**src/rtl/out_port_pkg_team1.sv**
```systemverilog
// Shared state encoding and frame-length helper for the OUT/FGO serial transmitter.
package out_port_pkg_team1;

   localparam logic [2:0] ST_IDLE   = 3'd0;
   localparam logic [2:0] ST_START  = 3'd1;
   localparam logic [2:0] ST_DATA   = 3'd2;
   localparam logic [2:0] ST_PARITY = 3'd3;
   localparam logic [2:0] ST_STOP   = 3'd4;

   typedef enum logic [2:0] {
      IDLE   = ST_IDLE,
      START  = ST_START,
      DATA   = ST_DATA,
      PARITY = ST_PARITY,
      STOP   = ST_STOP
   } txState_t;

   // Bit times in one frame: start + payload + optional parity + stop bits.
   function automatic int FRAME_BITS(input int dataBits, input int stopBits, input bit parityEn);
      return 1 + dataBits + (parityEn ? 1 : 0) + stopBits;
   endfunction

endpackage

```
**src/rtl/baud_tick_gen_team1.sv**
```systemverilog
// Bit-time counter: counts 0..CLKS_PER_BIT-1 and flags the last cycle of each bit.
module baud_tick_gen_team1 #(
   parameter int CLKS_PER_BIT = 16
) (
   input  logic clk,
   input  logic RST_N,
   input  logic restart_i,
   output logic tick_o
);

   localparam int CW = (CLKS_PER_BIT > 1) ? $clog2(CLKS_PER_BIT) : 1;
   localparam logic [CW-1:0] LAST = CW'(CLKS_PER_BIT - 1);

   logic [CW-1:0] cnt_q;
   logic [CW-1:0] cnt_d;

   assign tick_o = (cnt_q == LAST);

   // Restart wins over counting so an accepted byte always starts a full bit time.
   always_comb begin
      cnt_d = cnt_q;
      if (restart_i || tick_o) begin
         cnt_d = '0;
      end else begin
         cnt_d = cnt_q + CW'(1);
      end
   end

   always_ff @(posedge clk or negedge RST_N) begin
      if (!RST_N) begin
         cnt_q <= '0;
      end else begin
         cnt_q <= cnt_d;
      end
   end

endmodule

```
**src/rtl/out_port_tx_team1.sv**
```systemverilog
// OUT/FGO output device: serialises OUTR as an async frame on tx, LSB first.
// Define OUT_PARITY_EN to insert a parity bit (even, or odd with PARITY_ODD=1) after the data.
module out_port_tx_team1
   import out_port_pkg_team1::*;
#(
   parameter int CLKS_PER_BIT = 16,
   parameter int DATA_BITS    = 8,
   parameter int STOP_BITS    = 1,
   parameter int PARITY_ODD   = 0
) (
   input  logic                 clk,
   input  logic                 RST_N,
   input  logic                 CLR_GLOBAL,
   input  logic [DATA_BITS-1:0] OUTR_in,
   input  logic                 OUT_LD,
   output logic                 FGO,
   output logic                 tx,
   output logic                 tx_busy,
   output logic                 OVR
);

   localparam int IW = $clog2(DATA_BITS + 1);
   localparam logic [IW-1:0] LAST_DATA = IW'(DATA_BITS - 1);
   localparam logic [IW-1:0] LAST_STOP = IW'(STOP_BITS - 1);

   txState_t             state_q, state_d;
   logic [DATA_BITS-1:0] shift_q, shift_d;
   logic [IW-1:0]        bitIdx_q, bitIdx_d;
   logic                 fgo_q, fgo_d;
   logic                 ovr_q, ovr_d;
   logic                 busy_q, busy_d;
   logic                 tx_q, tx_d;
   logic                 accept;
   logic                 restart;
   logic                 tick;

`ifdef OUT_PARITY_EN
   logic parity_q, parity_d;
`else
   // PARITY_ODD has no effect when the parity bit is not built.
   if (PARITY_ODD != 0) begin : gParityOddIgnored
   end
`endif

   assign accept  = OUT_LD && fgo_q;
   assign restart = CLR_GLOBAL || accept || (state_q == IDLE);

   baud_tick_gen_team1 #(
      .CLKS_PER_BIT(CLKS_PER_BIT)
   ) uBaud (
      .clk      (clk),
      .RST_N    (RST_N),
      .restart_i(restart),
      .tick_o   (tick)
   );

   // bitIdx counts bits already shifted out in DATA, and stop bits in STOP.
   always_comb begin
      state_d  = state_q;
      shift_d  = shift_q;
      bitIdx_d = bitIdx_q;
      fgo_d    = fgo_q;
      ovr_d    = ovr_q;
      busy_d   = busy_q;
      tx_d     = tx_q;
`ifdef OUT_PARITY_EN
      parity_d = parity_q;
`endif
      if (CLR_GLOBAL) begin
         state_d  = IDLE;
         shift_d  = '0;
         bitIdx_d = '0;
         fgo_d    = 1'b1;
         ovr_d    = 1'b0;
         busy_d   = 1'b0;
         tx_d     = 1'b1;
`ifdef OUT_PARITY_EN
         parity_d = 1'b0;
`endif
      end else begin
         if (OUT_LD && !fgo_q) begin
            ovr_d = 1'b1;
         end
         case (state_q)
            IDLE: begin
               if (accept) begin
                  state_d  = START;
                  shift_d  = OUTR_in;
                  bitIdx_d = '0;
                  fgo_d    = 1'b0;
                  busy_d   = 1'b1;
                  tx_d     = 1'b0;
`ifdef OUT_PARITY_EN
                  parity_d = (PARITY_ODD != 0) ? ~^OUTR_in : ^OUTR_in;
`endif
               end
            end
            START: begin
               if (tick) begin
                  state_d  = DATA;
                  tx_d     = shift_q[0];
                  shift_d  = shift_q >> 1;
                  bitIdx_d = '0;
               end
            end
            DATA: begin
               if (tick) begin
                  if (bitIdx_q == LAST_DATA) begin
                     bitIdx_d = '0;
`ifdef OUT_PARITY_EN
                     state_d  = PARITY;
                     tx_d     = parity_q;
`else
                     state_d  = STOP;
                     tx_d     = 1'b1;
`endif
                  end else begin
                     tx_d     = shift_q[0];
                     shift_d  = shift_q >> 1;
                     bitIdx_d = bitIdx_q + IW'(1);
                  end
               end
            end
`ifdef OUT_PARITY_EN
            PARITY: begin
               if (tick) begin
                  state_d  = STOP;
                  tx_d     = 1'b1;
                  bitIdx_d = '0;
               end
            end
`endif
            STOP: begin
               if (tick) begin
                  if (bitIdx_q == LAST_STOP) begin
                     state_d  = IDLE;
                     fgo_d    = 1'b1;
                     busy_d   = 1'b0;
                     bitIdx_d = '0;
                  end else begin
                     bitIdx_d = bitIdx_q + IW'(1);
                  end
                  tx_d = 1'b1;
               end
            end
            default: begin
               state_d = IDLE;
               fgo_d   = 1'b1;
               busy_d  = 1'b0;
               tx_d    = 1'b1;
            end
         endcase
      end
   end

   always_ff @(posedge clk or negedge RST_N) begin
      if (!RST_N) begin
         state_q  <= IDLE;
         shift_q  <= '0;
         bitIdx_q <= '0;
         fgo_q    <= 1'b1;
         ovr_q    <= 1'b0;
         busy_q   <= 1'b0;
         tx_q     <= 1'b1;
`ifdef OUT_PARITY_EN
         parity_q <= 1'b0;
`endif
      end else begin
         state_q  <= state_d;
         shift_q  <= shift_d;
         bitIdx_q <= bitIdx_d;
         fgo_q    <= fgo_d;
         ovr_q    <= ovr_d;
         busy_q   <= busy_d;
         tx_q     <= tx_d;
`ifdef OUT_PARITY_EN
         parity_q <= parity_d;
`endif
      end
   end

   assign FGO     = fgo_q;
   assign tx      = tx_q;
   assign tx_busy = busy_q;
   assign OVR     = ovr_q;

endmodule

```
**config.mk**
```make
export PLATFORM = sky130hd
export DESIGN_NAME = out_port_tx_team1
export DESIGN_NICKNAME = d
export VERILOG_FILES = /design/src/rtl/out_port_pkg_team1.sv /design/src/rtl/baud_tick_gen_team1.sv /design/src/rtl/out_port_tx_team1.sv
export SDC_FILE = /design/constraint.sdc
export NUM_CORES = 1
export LEC_CHECK = 0
export BUFFER_PORTS_ARGS = -buffer_cell sky130_fd_sc_hd__buf_4
export CORE_MARGIN = 2
export CORE_UTILIZATION = 61
export CTS_CLUSTER_SIZE = 30
export DETAILED_ROUTE_END_ITERATION = 8
export GPL_TIMING_DRIVEN = 0
export PLACE_DENSITY = 0.83
export SLEW_MARGIN = 20
export SYNTH_ARGS = -nofsm -noshare
export SYNTH_HDL_FRONTEND = slang
export SYNTH_HIERARCHICAL = 1
export SYNTH_SLANG_ARGS = --single-unit
```
**constraint.sdc**
```tcl
create_clock -name clk -period 5.2 [get_ports clk]
set_clock_uncertainty 0.1 [all_clocks]
set_input_delay 0.52 -clock clk [delete_from_list [all_inputs] [get_ports clk]]
set_output_delay 0.52 -clock clk [all_outputs]
set_load 0.01 [all_outputs]
```
==> results.yml, run 1 <==
placement:
  gp_congestion: 0.9213
  dpl_cell_area_sq_um: 1526
  io_buffers: 14
  dp_slack_ps: 2989
  hpwlAfterDp_um: 2145
timing:
  min_period_over_period: 0.4323
  layout_setup_ws_ps: 2952
  hold_violations: 0
  setup_violations: 0
  fin_tns_setup_ps: 0
  slew_viol_final: 0
  fmax_mhz: 444.9
  worst_pin_slew_ps: 558.2
  post-route-min-period_ps: 2248
  rsz0062_at_grt: "no"
  maxSlewHeadroom: 0.6247
yosys:
  synth_compound_area_frac: 0.2635
  ys.flop_type: "dfrtp_1"
  synth_top_area_cell: "dfrtp_1"
  synth_common_cells: "21 x dfrtp_1, 13 x a21oi_1, 11 x nor2_1, 9 x mux2i_1, 8 x a211oi_1"
  netlist_area_sq_um: 1386
  syn_nets: 151
  synth-async-reset-ratio: 1.000
  yosysTopAreaCellShare: 0.3791
  synth-edff-count: 0
  ys_warn_count: 6
  synth_top_family_by_area: "compound AO/OA/AOI/OAI gates"
  synth.avg_cell_area_sq_um: 10.19
  synth_xor_area_frac: 0.006318
  yosysSeqAreaShare: 0.4170
  synthesis.instances: 136
  synthTopCellsByArea: "dfrtp_1 38%, mux2i_1 6.5%, a21oi_1 4.7%, a211oi_1 4.3%, dfstp_2 3.8%"
  muxShareOfSynthArea: 0.06498
  synth-adder-area-share: 0.02708
  yosys.area_share.simple: 0.1769
  yosysMostFrequentCell: "dfrtp_1"
  ys_ff_latch: 23
  yosysUniqueCellTypes: 53
routing:
  ant_nets: 0
  drc: 0
  drt-total-wl_um: 2949
  firstDrtPassIters: 5
  post_drt_wl_per_cell_um: 16.11
  vias: 1183
  routed_via_density: 6.464
  drtIter0Drc: 39
setup_path:
  critPathTopFamily: "simple AND/OR/NAND/NOR gates"
  critical_path_class: "flop to flop"
  cp.required_ps: 5360
  start_kind: "flop"
  crit_chain: "ha_1 > and3_4 > buf_2 > nand2b_2 > a21oi_2 > and2_1 > buf_4 > mux2i_1"
  slowest_stage: "dfrtp_1"
  slowest_delay_ps: 430
  critPathMaxFanout: 9
  path_buf_inv: 2
  end_kind: "flop"
  crit_arrival_ps: 2410
clock_network:
  cts.htree.levels: 1
  numCtsBuffers: 3
  clock_latency_ps: 330
  cts_tree: "built"
  clockBufferDepth: 2
  cts_root_buf: "clkbuf_4"
  clkTransAtPathRegs_ps: 130
  cts_sinks: 23
  post_cts_resized: 0
floorplanning:
  fp.dieH_um: 51.67
  fp-row-count: 17
  start_util: 0.6390
  fp.dieW_um: 51.67
  die_area_sq_um: 2670
  core_sq_um: 2170
  io_pins: 16
layout:
  antennaDiodeCount: 0
  areaGrowthSynthToFinish_pct: 12.82
  fillers: 175
  fin_nets: 171
  design_area_sq_um: 1564
  final_core_util: 0.7209
  layout-drive-gt1-share: 0.2387
global_routing:
  grt_usage: 0.2562
  antenna_found_initial: 0
  grt_overflow_total: 0
  grt_max_degree: 24
  grt_pass1_vias: 1141
  grt_pass1_wl_um: 5050
power:
  ir_drop_mv: 0.1646
  leakagePower_nw: 0.7091
  p_total_mw: 0.3698
  power_density_nw_per_um2: 236.4
status:
  status: "finished clean"
hold_path:
  hold_class: "input port to flop"
run:
  cap_viol_max_count: 0
[flip-flops by register name (all words and copies together) (netlist names)]
name         count
shift_q          8
bitIdx_q         4
uBaud/cnt_q      4
state_q          3
FGO              1
OVR              1
tx               1
tx_busy          1
[cells in the final DEF, fill, tap and decap left out, types with 2 or more instances in the layout]
cell,instances
a211oi_1,8
a21o_1,2
a21oi_1,13
a311oi_1,2
a31oi_1,2
buf_4,18
clkbuf_1,2
clkbuf_4,3
dfrtp_1,21
dfstp_2,2
ha_1,3
inv_1,4
mux2i_1,9
nand2b_1,3
nand3_1,2
nor2_1,11
nor2b_1,3
nor3_1,3
nor4_1,2
o21ai_0,4
o31ai_1,2
or2_1,2
[routing by layer]
| layer | vias to the layer above | wire, um | track usage |
|---|---|---|---|
| li1 | 556 | - | - |
| met1 | 576 | 1294 | 0.3308 |
| met4 | 0 | 81 | 0.1535 |
| met2 | 42 | 1478 | 0.4124 |
| met3 | 9 | 95 | 0.03161 |
| met5 | - | 0 | 0 |
[what timing repair did]
action,in CTS,in global routing
buffers inserted,0,0
hold buffers,1,0
hold endpoints to repair,21,0
[metrics by stage]
stage | hold slack, ps | instances
2_1_floorplan | 124.4 | 136
3_3_place_gp | 329.3 | 178
3_5_place_dp | 330.8 | 178
4_1_cts | 361.1 | 183
5_1_grt | 389.8 | 183
6_report | 369.8 | 183
[worst paths after layout]
| check | from | end | slack [ps] | depth (start not counted) |
|---|---|---|---|---|
| setup / recovery | uBaud/cnt_q[0] | shift_q[7] | 2950 | 8 |
| hold / removal | OUT_LD | OVR | 370 | 3 |
| setup reg to reg | uBaud/cnt_q[0] | shift_q[7] | 2950 | 8 |
| hold reg to reg | uBaud/cnt_q[0] | uBaud/cnt_q[0] | 410 | 1 |
| max in group asynchronous | RST_N | tx | 4220 | 2 |
| min in group asynchronous | RST_N | bitIdx_q[0] | 500 | 2 |
[final cells by class]
type	count	area, sq um	area share
Clock buffer	3	22.52	0.01440
Timing Repair Buffer	15	115.1	0.07360
Buffer	7	42.54	0.02720
Tap cell	28	35.03	0.02240
Inverter	5	18.77	0.01200
Sequential cell	23	578.1	0.3696
Clock inverter	1	5.005	0.003200
Multi-Input combinational cell	101	747.0	0.4776
[power by group]
part           total, mW  switching [mW]  internal [mW]  leakage (nW)
registers          0.202         0.00927          0.192         0.305
clock network     0.0877          0.0587         0.0289        0.0177
logic             0.0806          0.0437         0.0369         0.386
[tightest hold or removal path, cell delays in order]
cell and delay [ps]:
buf_4 110, a21oi_1 60, nor2_1 80
[kinds of logic (layout without fill, tap and decap cells)]
family / count (synthesis) / after routing
AO/OA/AOI/OAI: 48 / 48
XOR/XNOR: 1 / 1
adder cells (fa/ha/maj): 3 / 3
buffers and inverters: 12 / 31
flip-flops: 23 / 23
multiplexers: 9 / 9
AND/OR/NAND/NOR: 40 / 40
No activity file was read; power rests on OpenSTA's default activity.
==> run 2: changes to the inputs <==
--- a/config.mk
+++ b/config.mk
@@ -7,11 +7,11 @@
 export LEC_CHECK = 0
 export BUFFER_PORTS_ARGS = -buffer_cell sky130_fd_sc_hd__buf_4
 export CORE_MARGIN = 2
-export CORE_UTILIZATION = 61
+export CORE_UTILIZATION = 51
 export CTS_CLUSTER_SIZE = 30
 export DETAILED_ROUTE_END_ITERATION = 8
 export GPL_TIMING_DRIVEN = 0
-export PLACE_DENSITY = 0.83
+export PLACE_DENSITY = 0.74
 export SLEW_MARGIN = 20
 export SYNTH_ARGS = -nofsm -noshare
 export SYNTH_HDL_FRONTEND = slang
==> constraint.sdc (replaced) <==
create_clock -name clk -period 2.05 [get_ports clk]
set_clock_uncertainty 0.1 [all_clocks]
set_input_delay 0.205 -clock clk [delete_from_list [all_inputs] [get_ports clk]]
set_output_delay 0.205 -clock clk [all_outputs]
set_load 0.01 [all_outputs]
==> run 2 against run 1 <==
Effect of this change:
- sequential power rose to 2.5 times the previous value
- hold slack got worse by 300 ps
- highest routed layer unchanged
- total power rose to 2.5 times the previous value
- largest cell class unchanged
- non-clock buffer count grew 4
- critical endpoint is now bitIdx_q[2]
- largest power group unchanged
==> results.yml, run 2 (synthesis gave the netlist of run 1 again) <==
global_routing:
  antenna_found_initial: 0
  grt_pass1_vias: 1097
  grt_pass1_wl_um: 4968
  grt_overflow_total: 0
  grt_usage: 0.1944
  grt_max_degree: 24
layout:
  layout-drive-gt1-share: 0.2579
  fin_nets: 175
  reg.largest.list: "shift_q: 8 flops, bitIdx_q: 4 flops, uBaud/cnt_q: 4 flops"
  antennaDiodeCount: 0
  layout_commonest_cell: "buf_4"
  fillers: 214
  largest_reg_flops: 8
  final_cell_mix: "23 x buf_4, 21 x dfrtp_1, 13 x a21oi_1"
  areaGrowthSynthToFinish_pct: 16.97
  regMostFlops: "shift_q"
  fin_cells: 189
setup_path:
  setup.worst_path.start: "uBaud/cnt_q[0]"
  crit_chain: "ha_2 > and3_4 > buf_4 > a31o_1 > or2_1 > a32o_1"
  r2r_start: "uBaud/cnt_q[0]"
  r2r_setup_slack_ps: 120
  crit_arrival_ps: 2040
  critPathMaxFanout: 6
  end_kind: "flop"
  slowest_delay_ps: 430
  timing.rr.end: "bitIdx_q[2]"
  reg2reg_depth: 6
  critical_path_class: "flop to flop"
  crit_path_end: "bitIdx_q[2]"
  start_kind: "flop"
  cp.required_ps: 2160
  slowest_stage: "dfrtp_1"
placement:
  dp_cells: 180
  gp_congestion: 0.7969
  hpwlAfterDp_um: 2089
  io_buffers: 14
timing:
  min_period_over_period: 0.9423
  finalHoldWorstSlack_ps: 71.07
  fmax_mhz: 517.7
  worst_pin_slew_ps: 507.7
  maxSlewHeadroom: 0.6587
  rsz0062_at_grt: "no"
  hold_violations: 0
  slew_viol_final: 0
  post-route-min-period_ps: 1932
  setup_violations: 0
clock_network:
  numCtsBuffers: 3
  cts_sinks: 23
  cts.htree.levels: 1
  cts_root_buf: "clkbuf_4"
  clkTransAtPathRegs_ps: 120
  cts_tree: "built"
  clock_latency_ps: 310
  clockBufferDepth: 2
power:
  ir_drop_mv: 0.4595
  p_int_mw: 0.6644
  leakagePower_nw: 0.7260
  power_density_nw_per_um2: 576.0
  power_frac_clock: 0.227
  p_total_mw: 0.9340
  switchingPower_mw: 0.2696
  seqPwrFrac: 0.545
  netSwitchingFraction: 0.2887
  p_comb_frac: 0.228
routing:
  drt-total-wl_um: 2882
  ant_nets: 0
  vias: 1157
  drtIter0Drc: 35
  drc: 0
  routed_via_density: 6.122
  post_drt_wl_per_cell_um: 15.25
  firstDrtPassIters: 4
floorplanning:
  fp-row-count: 18
  fp.dieH_um: 56.14
  start_util: 0.5496
  core_sq_um: 2522
  die_area_sq_um: 3151
  io_pins: 16
  fp.dieW_um: 56.14
hold_path:
  hold_class: "input port to flop"
  min_from: "OUT_LD"
run:
  cap_viol_max_count: 0
status:
  status: "finished clean"
run 2: changes by cell type in the layout (fill, tap and decap cells not counted):
cell | before | now
a21oi_2 | 1 | 0
a21oi_4 | 1 | 2
buf_2 | 1 | 0
buf_4 | 18 | 23
clkbuf_1 | 2 | 3
clkinv_2 | 1 | 0
ha_1 | 3 | 2
ha_2 | 0 | 1
nand2b_2 | 1 | 0
nand2b_4 | 0 | 1
o211ai_2 | 1 | 0
o211ai_4 | 0 | 1
run 2: per-layer routing:
layer	routed length, um	GRT usage	vias up
met4	13	0.03061	0
met3	124	0.04884	2
met2	1411	0.3092	32
met1	1332	0.2723	566
met5	0	0	-
li1	-	-	557
run 2: power by group through the flow:
stage          logic (mW)  clock network, mW  registers, mW
2_1_floorplan       0.136                  0          0.517
3_5_place_dp        0.201                  0          0.518
3_3_place_gp        0.197                  0          0.516
5_1_grt             0.236              0.244          0.513
6_report            0.213              0.212          0.509
4_1_cts             0.205              0.215          0.509
run 2: final cells by class:
cell class / instances / area (sq um) / share of cell area
multi-input combinational: 101 / 770.7 / 0.4753
sequential: 23 / 578.1 / 0.3565
timing repair buffer: 20 / 152.6 / 0.09414
buffer: 6 / 37.54 / 0.02315
tap: 30 / 37.54 / 0.02315
clock buffer: 4 / 26.28 / 0.01620
inverter: 5 / 18.77 / 0.01157
run 2: timing repair:
item	in CTS	in global routing
setup endpoints to repair	12	3
setup buffers	2	3
gates cloned	0	0
hold buffers	1	0
endpoints found under the hold margin	23	0
pin swaps	2	1
gates resized for setup	1	3
run 2: stage by stage:
step / util / setup TNS, ps / setup slack (ps) / area (sq um)
after floorplan: - / 0 / 41.99 / 1386
after global placement: 0.6062 / -410.3 / -74.75 / 1529
after detailed placement: 0.6062 / -675.0 / -114.9 / 1529
after CTS: 0.6275 / 0 / 59.46 / 1583
after global routing: 0.6429 / 0 / 5.876 / 1622
final: 0.6429 / 0 / 118.2 / 1622
run 2: worst min-delay path by stage:
| stage | endpoint | slack (ps) | cells after the start |
|---|---|---|---|
| 2_1_floorplan | OVR | -190 | 0 |
| 3_3_place_gp | uBaud/cnt_q[3] | 10 | 1 |
| 3_5_place_dp | uBaud/cnt_q[3] | 10 | 1 |
| 4_1_cts | OVR | 70 | 3 |
| 5_1_grt | OVR | 80 | 3 |
| 6_report | OVR | 70 | 3 |
run 2: critical path: cells and delay by family, from the launching register on:
family	cells	cell delay [ps]
AO/OA/AOI/OAI	2	520
adder cells (fa/ha/maj)	1	220
buffers and inverters	1	150
flip-flops	1	430
AND/OR/NAND/NOR	2	440
==> run 3: changes to the inputs <==
--- a/config.mk
+++ b/config.mk
@@ -6,12 +6,13 @@
 export NUM_CORES = 1
 export LEC_CHECK = 0
 export BUFFER_PORTS_ARGS = -buffer_cell sky130_fd_sc_hd__buf_4
+export CELL_PAD_IN_SITES_DETAIL_PLACEMENT = 2
+export CELL_PAD_IN_SITES_GLOBAL_PLACEMENT = 2
 export CORE_MARGIN = 2
-export CORE_UTILIZATION = 51
+export CORE_UTILIZATION = 33
 export CTS_CLUSTER_SIZE = 30
 export DETAILED_ROUTE_END_ITERATION = 8
-export GPL_TIMING_DRIVEN = 0
-export PLACE_DENSITY = 0.74
+export PLACE_DENSITY_LB_ADDON = 0.1
 export SLEW_MARGIN = 20
 export SYNTH_ARGS = -nofsm -noshare
 export SYNTH_HDL_FRONTEND = slang
==> run 3 against run 2 <==
Effect of this change:
- via count fell by 0.69%
- maximum frequency fell by 1.4%
- sequential power rose by 2%
- worst setup slack got worse by 27 ps
- count of clock-buffer cells in the layout fell by 1
- sequential share of layout area fell by 0.27 points
- core utilization fell by 24 points
- total power rose by 9.9%
- cell count rose by 8.5%
- die area rose by 50%
- global-route usage fell by 3.3 points
- critical endpoint unchanged
- largest power group unchanged
- highest routed layer unchanged
==> results.yml, run 3 (synthesis gave the netlist of run 1 again) <==
status:
  status: "finished clean"
timing:
  fmax_mhz: 510.5
  layout_setup_ws_ps: 91.13
  post-route-min-period_ps: 1959
  maxSlewHeadroom: 0.6629
  worst_pin_slew_ps: 505.6
  hold_violations: 0
  fin_tns_setup_ps: 0
  min_period_over_period: 0.9555
  slew_viol_final: 0
  finalHoldWorstSlack_ps: 116.5
  setup_violations: 0
global_routing:
  grt_pass1_vias: 1188
  grt_usage: 0.1616
  grt_overflow_total: 0
  grt_pass1_wl_um: 5685
  antenna_found_initial: 0
  grt_max_degree: 24
floorplanning:
  io_pins: 16
  fp.dieW_um: 68.82
  fp.dieH_um: 68.82
  die_area_sq_um: 4736
  core_sq_um: 4029
  fp-row-count: 23
  start_util: 0.3441
layout:
  fillers: 450
  final_cell_mix: "21 x dfrtp_1, 21 x buf_4, 13 x a21oi_1"
  fin_nets: 171
  regMostFlops: "shift_q"
  areaGrowthSynthToFinish_pct: 17.87
  antennaDiodeCount: 0
  reg.largest.list: "shift_q: 8 flops, bitIdx_q: 4 flops, uBaud/cnt_q: 4 flops"
  layout-drive-gt1-share: 0.2645
  final_core_util: 0.4056
  design_area_sq_um: 1634
  largest_reg_flops: 8
clock_network:
  cts.htree.levels: 1
  cts_root_buf: "clkbuf_8"
  cts_tree: "built"
  numCtsBuffers: 3
  clock_latency_ps: 270
  clockBufferDepth: 2
  clkTransAtPathRegs_ps: 90
  cts_sinks: 23
routing:
  drt-total-wl_um: 3581
  firstDrtPassIters: 2
  routed_via_density: 5.605
  drtIter0Drc: 45
  vias: 1149
  drc: 0
  post_drt_wl_per_cell_um: 17.47
  ant_nets: 0
setup_path:
  cp.required_ps: 2120
  critPathTopFamily: "compound AO/OA/AOI/OAI gates"
  critical_path_class: "flop to flop"
  crit_arrival_ps: 2030
  reg2reg_depth: 6
  slowest_stage: "dfrtp_1"
  end_kind: "flop"
  start_kind: "flop"
  critPathMaxFanout: 8
  crit_chain: "ha_4 > and3_4 > buf_4 > a31o_1 > or2_1 > a32o_1"
  cp.depth: 6
  path_buf_inv: 1
  slowest_delay_ps: 450
placement:
  gp_congestion: 0.7764
  hpwlAfterDp_um: 2628
  dpl_cell_area_sq_um: 1549
  io_buffers: 15
  dp_slack_ps: 23.69
power:
  leakagePower_nw: 0.7212
  ir_drop_mv: 0.2074
  power_density_nw_per_um2: 628.3
hold_path:
  hold_depth: 3
  hold_class: "input port to flop"
run:
  cap_viol_max_count: 0
-- run 3: worst register-to-register path, delay by kind of cell (launching register included) --
family          cells  cell delay [ps]
simple gates        2              440
compound gates      2              520
flops               1              450
buf+inv             1              150
fa+ha+maj           1              200
-- run 3: cell type report --
cell class | count | area, sq um | share of cell area
clock buffers | 3 | 41.29 | 0.02527
clock inverters | 1 | 5.005 | 0.003063
inverters | 5 | 18.77 | 0.01149
multi-input cells | 101 | 760.7 | 0.4655
flip-flops and latches | 23 | 578.1 | 0.3538
well taps | 50 | 62.56 | 0.03828
repair buffers | 22 | 167.7 | 0.1026
-- run 3: power by group --
group	switching (mW)	internal (mW)
Sequential	0.0309	0.487
Combinational	0.110	0.0960
Clock	0.166	0.136
Total	0.307	0.720
-- run 3: final timing paths --
kind	from	to	slack [ps]
setup / recovery	uBaud/cnt_q[1]	bitIdx_q[2]	90
hold / removal	OUT_LD	OVR	120
setup reg to reg	uBaud/cnt_q[1]	bitIdx_q[2]	90
hold reg to reg	tx_busy	tx_busy	400
max in group asynchronous	RST_N	tx	1300
min in group asynchronous	RST_N	uBaud/cnt_q[0]	270
-- run 3: per-stage QoR --
stage / total power, mW / instances
after global routing: 1.082 / 205
after CTS: 1.037 / 203
after detailed placement: 0.7327 / 198
final: 1.027 / 205
after global placement: 0.7196 / 198
after floorplan: 0.6528 / 136
-- run 3: per-layer routing --
metal | track usage | vias to the layer above | wire length (um)
li1 | - | 554 | -
met1 | 0.1996 | 578 | 1625
met2 | 0.2873 | 13 | 1829
met3 | 0.01948 | 4 | 83
met4 | 0.05882 | 0 | 43
met5 | 0 | - | 0
-- run 3: timing repair --
action	4_1_cts	5_1_grt
hold buffers	1	0
resized for setup	0	3
endpoints found under the hold margin	21	0
endpoints found under the setup margin	0	13
setup buffers	0	2
